==> src/rtl/la_rrarb.sv <==
// la_rrarb: round-robin arbiter with tenure lock.
// A grantee keeps the resource for as long as it holds its request; when it
// drops, the grant moves straight to the next requester in round-robin order.
// Optional feature: define LA_RRARB_TIMEOUT_EN to bound each tenure to
// TIMEOUT cycles whenever another requester is waiting.
module la_rrarb #(
    parameter int N       = 4,
    parameter int TIMEOUT = 16,
    parameter     PROP    = "DEFAULT"
) (
    input  logic                 clk,
    input  logic                 nreset,
    input  logic                 en,
    input  logic [N-1:0]         req,
    output logic [N-1:0]         grant,
    output logic                 busy,
    output logic [$clog2(N)-1:0] gid
);

    localparam int GW = $clog2(N);

    typedef enum logic {
        IDLE  = 1'b0,
        OWNED = 1'b1
    } state_t;

    state_t          state_q, state_d;
    logic [GW-1:0]   ptr_q, ptr_d;
    logic [N-1:0]    grant_q, grant_d;
    logic            busy_q, busy_d;
    logic [GW-1:0]   gid_q, gid_d;

`ifdef LA_RRARB_TIMEOUT_EN
    localparam logic [7:0] TO_LAST = 8'(TIMEOUT - 1);
    logic [7:0]      cnt_q, cnt_d;
`endif

    logic [N-1:0]    cand;
    logic [GW:0]     pick_res;
    logic            found;
    logic [GW-1:0]   win;
    logic [GW-1:0]   win_next;
    logic            rearb;
    logic            drop;

    // First set bit of cand, searching start, start+1, ..., N-1, 0, ..., start-1.
    // Result is {found, index}.
    function automatic logic [GW:0] pick(input logic [N-1:0] c, input logic [GW-1:0] start);
        logic          f;
        logic [GW-1:0] w;
        int unsigned   idx;
        f = 1'b0;
        w = '0;
        for (int unsigned k = 0; k < N; k++) begin
            idx = k + start;
            if (idx >= N) idx = idx - N;
            if (!f && c[idx]) begin
                f = 1'b1;
                w = idx[GW-1:0];
            end
        end
        return {f, w};
    endfunction

    // Candidate search, tenure decision and next-state computation.
    always_comb begin
        state_d  = state_q;
        ptr_d    = ptr_q;
        grant_d  = grant_q;
        busy_d   = busy_q;
        gid_d    = gid_q;
`ifdef LA_RRARB_TIMEOUT_EN
        cnt_d    = cnt_q;
`endif
        rearb    = 1'b0;
        drop     = 1'b0;

        // The current owner never competes in a re-arbitration.
        cand = req;
        if (state_q == OWNED) cand[gid_q] = 1'b0;

        pick_res = pick(cand, ptr_q);
        found    = pick_res[GW];
        win      = pick_res[GW-1:0];
        win_next = (int'(win) == N - 1) ? '0 : win + 1'b1;

        case (state_q)
            IDLE: begin
                if (en && found) rearb = 1'b1;
            end
            OWNED: begin
                if (req[gid_q]) begin
`ifdef LA_RRARB_TIMEOUT_EN
                    if (cnt_q == TO_LAST && en && found) rearb = 1'b1;
                    else if (cnt_q != TO_LAST) cnt_d = cnt_q + 8'd1;
`endif
                end else if (en && found) begin
                    rearb = 1'b1;
                end else begin
                    drop = 1'b1;
                end
            end
            default: drop = 1'b1;
        endcase

        if (rearb) begin
            state_d      = OWNED;
            grant_d      = '0;
            grant_d[win] = 1'b1;
            busy_d       = 1'b1;
            gid_d        = win;
            ptr_d        = win_next;
`ifdef LA_RRARB_TIMEOUT_EN
            cnt_d        = '0;
`endif
        end else if (drop) begin
            state_d = IDLE;
            grant_d = '0;
            busy_d  = 1'b0;
            gid_d   = '0;
`ifdef LA_RRARB_TIMEOUT_EN
            cnt_d   = '0;
`endif
        end
    end

    // State and registered outputs; reset clears everything immediately.
    always_ff @(posedge clk or negedge nreset) begin
        if (!nreset) begin
            state_q <= IDLE;
            ptr_q   <= '0;
            grant_q <= '0;
            busy_q  <= 1'b0;
            gid_q   <= '0;
`ifdef LA_RRARB_TIMEOUT_EN
            cnt_q   <= '0;
`endif
        end else begin
            state_q <= state_d;
            ptr_q   <= ptr_d;
            grant_q <= grant_d;
            busy_q  <= busy_d;
            gid_q   <= gid_d;
`ifdef LA_RRARB_TIMEOUT_EN
            cnt_q   <= cnt_d;
`endif
        end
    end

    assign grant = grant_q;
    assign busy  = busy_q;
    assign gid   = gid_q;

endmodule
==> config.mk <==
export PLATFORM = sky130hd
export DESIGN_NAME = la_rrarb
export DESIGN_NICKNAME = d
export VERILOG_FILES = /design/src/rtl/la_rrarb.sv
export SDC_FILE = /design/constraint.sdc
export NUM_CORES = 1
export LEC_CHECK = 0
export CELL_PAD_IN_SITES_DETAIL_PLACEMENT = 1
export CELL_PAD_IN_SITES_GLOBAL_PLACEMENT = 1
export CORE_MARGIN = 1.5
export CORE_UTILIZATION = 42
export CTS_BUF_LIST = sky130_fd_sc_hd__clkbuf_2
export CTS_CLUSTER_DIAMETER = 60
export CTS_CLUSTER_SIZE = 20
export DETAILED_ROUTE_END_ITERATION = 8
export PLACE_DENSITY = 0.9
export SLEW_MARGIN = 10
export SYNTH_ARGS = -nofsm -noshare
export SYNTH_HDL_FRONTEND = slang
export SYNTH_SLANG_ARGS = --single-unit
export TNS_END_PERCENT = 1
==> constraint.sdc <==
create_clock -name clk -period 2.45 [get_ports clk]
set_input_delay 0.49 -clock clk [delete_from_list [all_inputs] [get_ports clk]]
set_output_delay 0.49 -clock clk [all_outputs]
set_load 0.01 [all_outputs]
-- Word level (Yosys, flattened, before mapping)
Index checks and enable logic that the tools add are counted.
- bits of input ports: 7
- register bits after elaboration: 9
- word-level logic and storage cells: 78
- add/sub/neg operators: 8
- eq/ne operators: 1
- bitwise operators: 3
- reductions and logical operators: 10
- order comparisons: 12
- multiplexer cells: 40
- operators by type and width (kind ; number):
    less-than comparator 32 x 3 -> 1 bit (second input constant) ; 4
    2-to-1 mux 32 bit ; 4
    2-to-1 mux 1 bit ; 18
    2-to-1 mux 2 bit ; 7
    2-to-1 mux 4 bit ; 3
    subtractor 3 x 3 -> 4 bit (second input constant) ; 3
    binary-select mux 1 bit (select 2 bit) ; 5
    greater-or-equal comparator 3 bit (second input constant) ; 3
    adder 2 x 2 -> 3 bit (first input constant) ; 2
    logical AND 1 bit ; 6
    less-than comparator 2 x 3 -> 1 bit (second input constant) ; 2
    AND 4 bit ; 1
    demux 1 bit (select 2 bit) ; 2
    greater-or-equal comparator 2 x 1 -> 1 bit (second input constant) ; 2
    inverter 4 bit ; 1
    subtractor 2 x 3 -> 4 bit (second input constant) ; 1
    adder 1 x 2 -> 3 bit (first input constant) ; 1
    greater-or-equal comparator 2 x 3 -> 1 bit (second input constant) ; 1
    zero test 1 bit ; 3
    adder 2 x 1 -> 2 bit (second input constant) ; 1
    equality test 2 x 1 -> 1 bit (second input constant) ; 1
    one-hot mux 1 bit (2 select lines) ; 1
    nonzero test 2 bit ; 1
    inverter 1 bit ; 1

-- Longest topological paths before layout
Gate-level depths: netlist (run 1).
- word-level depth: 25
- gate-level depth with buffers: 8
- gate-level depth less buffers: 7

-- Worst setup path after synthesis (run 1)
No wires, ideal clock.
- path type: register to register
- from: register gid_q[0] (netlist: gid[0])
- to: register ptr_q[1]
- arrival: 1.995 ns
- slack: 0.328 ns
- data required time: 2.323 ns
- period minus slack after synthesis: 2.122 ns
- cell stages (with the launch flop): 9
- buffers on the path: 1
- path through: dfrtp_1 buf_6 xor2_4 o221ai_2 or2_0 a32oi_2 nor2_1 ha_1 mux2_1
- elaborated cells between the ends (all ways): 39
- RTL lines (what ; RTL line ; source):
    from (decl) ; 31 ; logic [GW-1:0] gid_q, gid_d;
    from (signal assigned) ; 143 ; gid_q <= gid_d;
    less-than comparator 2 x 3 -> 1 bit (not written as such) or greater-or-equal comparator 2 x 1 -> 1 bit (tied branches) ; 80 ; if (state_q == OWNED) cand[gid_q] = 1'b0;
    logical AND 1 bit (not written as such) ; 80 ;
    2-to-1 mux 1 bit (not written as such) ; 80 ;
    demux 1 bit (select 2 bit) * ; 80 ;
    inverter 4 bit (no line) * ; - ;
    AND 4 bit (no line) * ; - ;
    2-to-1 mux 4 bit * ; 80 ;
    binary-select mux 1 bit (select 2 bit) ; 57 ; if (!f && c[idx]) begin
    [... 6 more ...] ; - ;
    logical AND 1 bit ; 57 ;
    2-to-1 mux 1 bit ; 57 ;
    zero test 1 bit ; 57 ;
    logical AND 1 bit ; 57 ;
    2-to-1 mux 2 bit * ; 57 ;
    adder 2 x 1 -> 2 bit or equality test 2 x 1 -> 1 bit (tied branches) ; 85 ; win_next = (int'(win) == N - 1) ? '0 : win + 1'b1;
    2-to-1 mux 2 bit * ; 85 ;
    named net win_next[1] ; 42 ; logic [GW-1:0] win_next;
    to (signal assigned) ; 140 ; ptr_q <= ptr_d;
    to (decl) ; 28 ; logic [GW-1:0] ptr_q, ptr_d;
Mark *: on every way through the listed nets, which the timed path passes. The rest lies on a longest branch. The select of a mux whose other input is x is not followed.
A chain may end at the register's enable or synchronous reset.

-- Final worst setup path (run 1)
- from: input port req[1]
- to: register ptr_q[1]
- elaborated cells between the ends (all ways): 33
- RTL lines (what ; RTL line ; source):
    from (decl) ; 14 ; input logic [N-1:0] req,
    AND 4 bit (no line) ; - ;
    2-to-1 mux 4 bit * ; 80 ;
    binary-select mux 1 bit (select 2 bit) ; 57 ;
    2-to-1 mux 1 bit (not written as such) ; 57 ;
    2-to-1 mux 1 bit ; 57 ;
    zero test 1 bit ; 57 ;
    logical AND 1 bit ; 57 ;
    2-to-1 mux 1 bit ; 57 ;
    zero test 1 bit ; 57 ;
    logical AND 1 bit ; 57 ;
    2-to-1 mux 1 bit ; 57 ;
    zero test 1 bit ; 57 ;
    logical AND 1 bit ; 57 ;
    2-to-1 mux 2 bit * ; 57 ;
    adder 2 x 1 -> 2 bit or equality test 2 x 1 -> 1 bit (tied branches) ; 85 ;
    2-to-1 mux 2 bit * ; 85 ;
    named net win_next[1] ; 42 ;
Marks and branches as above.

==> metrics, run 1 <==
critical path class input port to register; CTS Buffer Depth 2; Final TNS setup 0 ns; Post-Syn Area 790 µm²; startpoint types input port; Max-slew headroom 72.0%; H-tree lvl count 1; Post-Synthesis Cells 73; cts hold-fix bufs 0; Worst path slowest cell clkdlybuf4s50_1; top-count cell post-synth dfrtp_1; CP arrival 2.46 ns; gpl congestion 0.869; Synth area leader dfrtp_1; period utilization 94.4%; DR top layer met4; Die X 46.4 µm; proportion of layout cells with a drive suffix above 1 32.3%; CTS Root Cell clkbuf_2; I/O Buffers 13; vias in the first global route 698; Yosys reg bits 9; Final nets 111; Top FF cell, synth dfrtp_1; Worst VDD drop 0.000727 V; Area contributors post-synth dfrtp_1 (29%), ha_1 (6.3%), a22o_1 (4.4%), xor2_4 (3.5%), nand2b_1 (3.2%); fraction of registers with async set/reset 100%; die area 0.00215 mm²; Ys Warns 0; Final setup viols 0; first-pass GRT wire length 3.48 mm; Wirelength per Cell 16.3 µm; Netlist cell types 43; row cnt 15; Hold Path Class input port to async pin; final hold violations 0; Avg Cell Area, Syn 10.8 µm²; CP Cell Sequence clkdlybuf4s50_1 -> mux2_4 -> o21ai_2 -> o21ai_0 -> a32oi_2 -> nor2_1 -> ha_1 -> mux2_1; EDFF count, synth 0; Remaining DRCs 0; leakage power 0.446 nW; Initial DRC Count 0; Synth top cells by count dfrtp_1 (9), o21ai_0 (5); Syn-to-layout area delta 31.5%; chip height 46.4 µm; RSZ-0062 raised after global routing false; Ports 14; total grt overflow 0; CTS Sinks 9; all-layer global routing usage 23.2%; final wirelength 2.03 mm; WL met1 895 µm; WHS 0.518 ns; DR pass1 iterations 1; initial antenna violation count 0; fmax 0.432 GHz; actual slew at the worst max-slew pin 0.419 ns; DR vias/cell 5.55; hpwl dp 1.63 mm; Core Region 0.00175 mm²; Final Max Tran Viols 0; final worst path period need 2.31 ns; register area share after synthesis 28.5%; largest net degree at the start of global routing 14; syn nets 84; wire length on met2 1.08 mm; CTS clock-pin slew for the worst setup and hold paths 0.11 ns; Synth top area share 28.5%; cts bufs inserted 3; worst skew pair latency 0.25 ns; CP max stage delay 0.43 ns; Via Count 688; run status completed; Critical Path Fanout Max 4; Critical Path End Type register; number of diodes 0; Initial Util 45.2%; PwrDens 1340 mW/mm²; final core occ 59.5%; CTS tree yes; Final Skew 0.0135 ns; met3 WL 44 µm; post-route ant nets 0; Worst EP required 2.60 ns; maxcap violations 0
## registers in the layout, indices dropped and copies added, names as in the netlist
register	count
gid	2
busy	1
ptr_q	2
grant	4
## per-stage QoR
| stage | instance area (µm²) | instances | total power [mW] | setup WS, ns |
|---|---|---|---|---|
| 6_report | 1040 | 124 | 1.39 | 0.138 |
| 5_1_grt | 1040 | 124 | 1.52 | 0.0212 |
| 4_1_cts | 1030 | 124 | 1.39 | 0.00874 |
| 3_5_place_dp | 1010 | 120 | 1.29 | -0.265 |
| 3_3_place_gp | 1010 | 120 | 1.23 | -0.0907 |
| 2_1_floorplan | 790 | 73 | 0.924 | 0.328 |
## final timing paths
check	start	end	slack (ns)	cells after the start
hold / removal	nreset	grant[0]	0.52	1
setup reg to reg	ptr_q[0]	ptr_q[1]	0.16	8
min in group clk	grant[1]	grant[1]	0.52	1
hold reg to reg	grant[1]	grant[1]	0.52	1
setup / recovery	req[1]	ptr_q[1]	0.14	8
max in group asynchronous	nreset	ptr_q[0]	1.61	1
## power breakdown
group | internal [mW] | switching [mW]
Sequential | 0.207 | 0.0948
Clock | 0.0370 | 0.0562
Combinational | 0.520 | 0.476
## metal layers
layer / vias up / track usage [%]
li1: 329 / -
met5: - / 0
met3: 2 / 2.75
met4: 0 / 8.57
met2: 11 / 38.6
met1: 346 / 30.5
## worst max-delay path, delay by kind of cell
kind	cells	cell delay (ns)
AOI/OAI and AO/OA	3	0.53
buffers and inverters	1	0.43
and+or+nand+nor	1	0.11
adders and majority gates	1	0.30
muxes	2	0.59
## what timing repair did
action / CTS / global route
setup buffers: 0 / 0
hold endpoints to repair: 0 / 0
endpoints found under the setup margin: 0 / 2
resized for setup: 0 / 3
## kinds of logic (layout without fill, tap and decap cells)
kind of cell / after synthesis / count (layout) / synth area share [%]
xor gates and xnor gates: 2 / 2 / 4.60
AOI/OAI and AO/OA: 27 / 27 / 29.8
adders and majority gates: 4 / 4 / 6.34
buffers and inverters: 4 / 30 / 4.28
and+or+nand+nor: 22 / 22 / 17.8
muxes: 5 / 5 / 8.72
DFF: 9 / 9 / 28.5
## cell usage in the layout (no fill, tap or decap), types with 2 or more instances in the layout
cell and count:
mux2i_1 2, nand2_1 4, clkdlybuf4s50_1 12, clkbuf_2 3, buf_4 12, nand2b_1 4, dfrtp_1 8, a22o_1 4
and2_1 2, ha_1 4, o21ai_0 5, nor2_1 3
## layout make-up
class,count,area [µm²]
clock buffers,3,15.0
clock inverters,1,5.00
fillers,202,707
inverters,1,3.75
multi-input cells,60,534
flip-flops and latches,9,226
well taps,25,31.3
repair buffers,25,223
(Power assumes the default switching activity.)
==> run 2: changes to the inputs <==
--- a/config.mk
+++ b/config.mk
@@ -10,7 +10,7 @@
 export CORE_MARGIN = 1.5
 export CORE_UTILIZATION = 42
 export CTS_BUF_LIST = sky130_fd_sc_hd__clkbuf_2
-export CTS_CLUSTER_DIAMETER = 60
+export CTS_CLUSTER_DIAMETER = 200
 export CTS_CLUSTER_SIZE = 20
 export DETAILED_ROUTE_END_ITERATION = 8
 export PLACE_DENSITY = 0.9
==> results of run 2 <==
Final layout, timing and power as in run 1 (identical DEF).
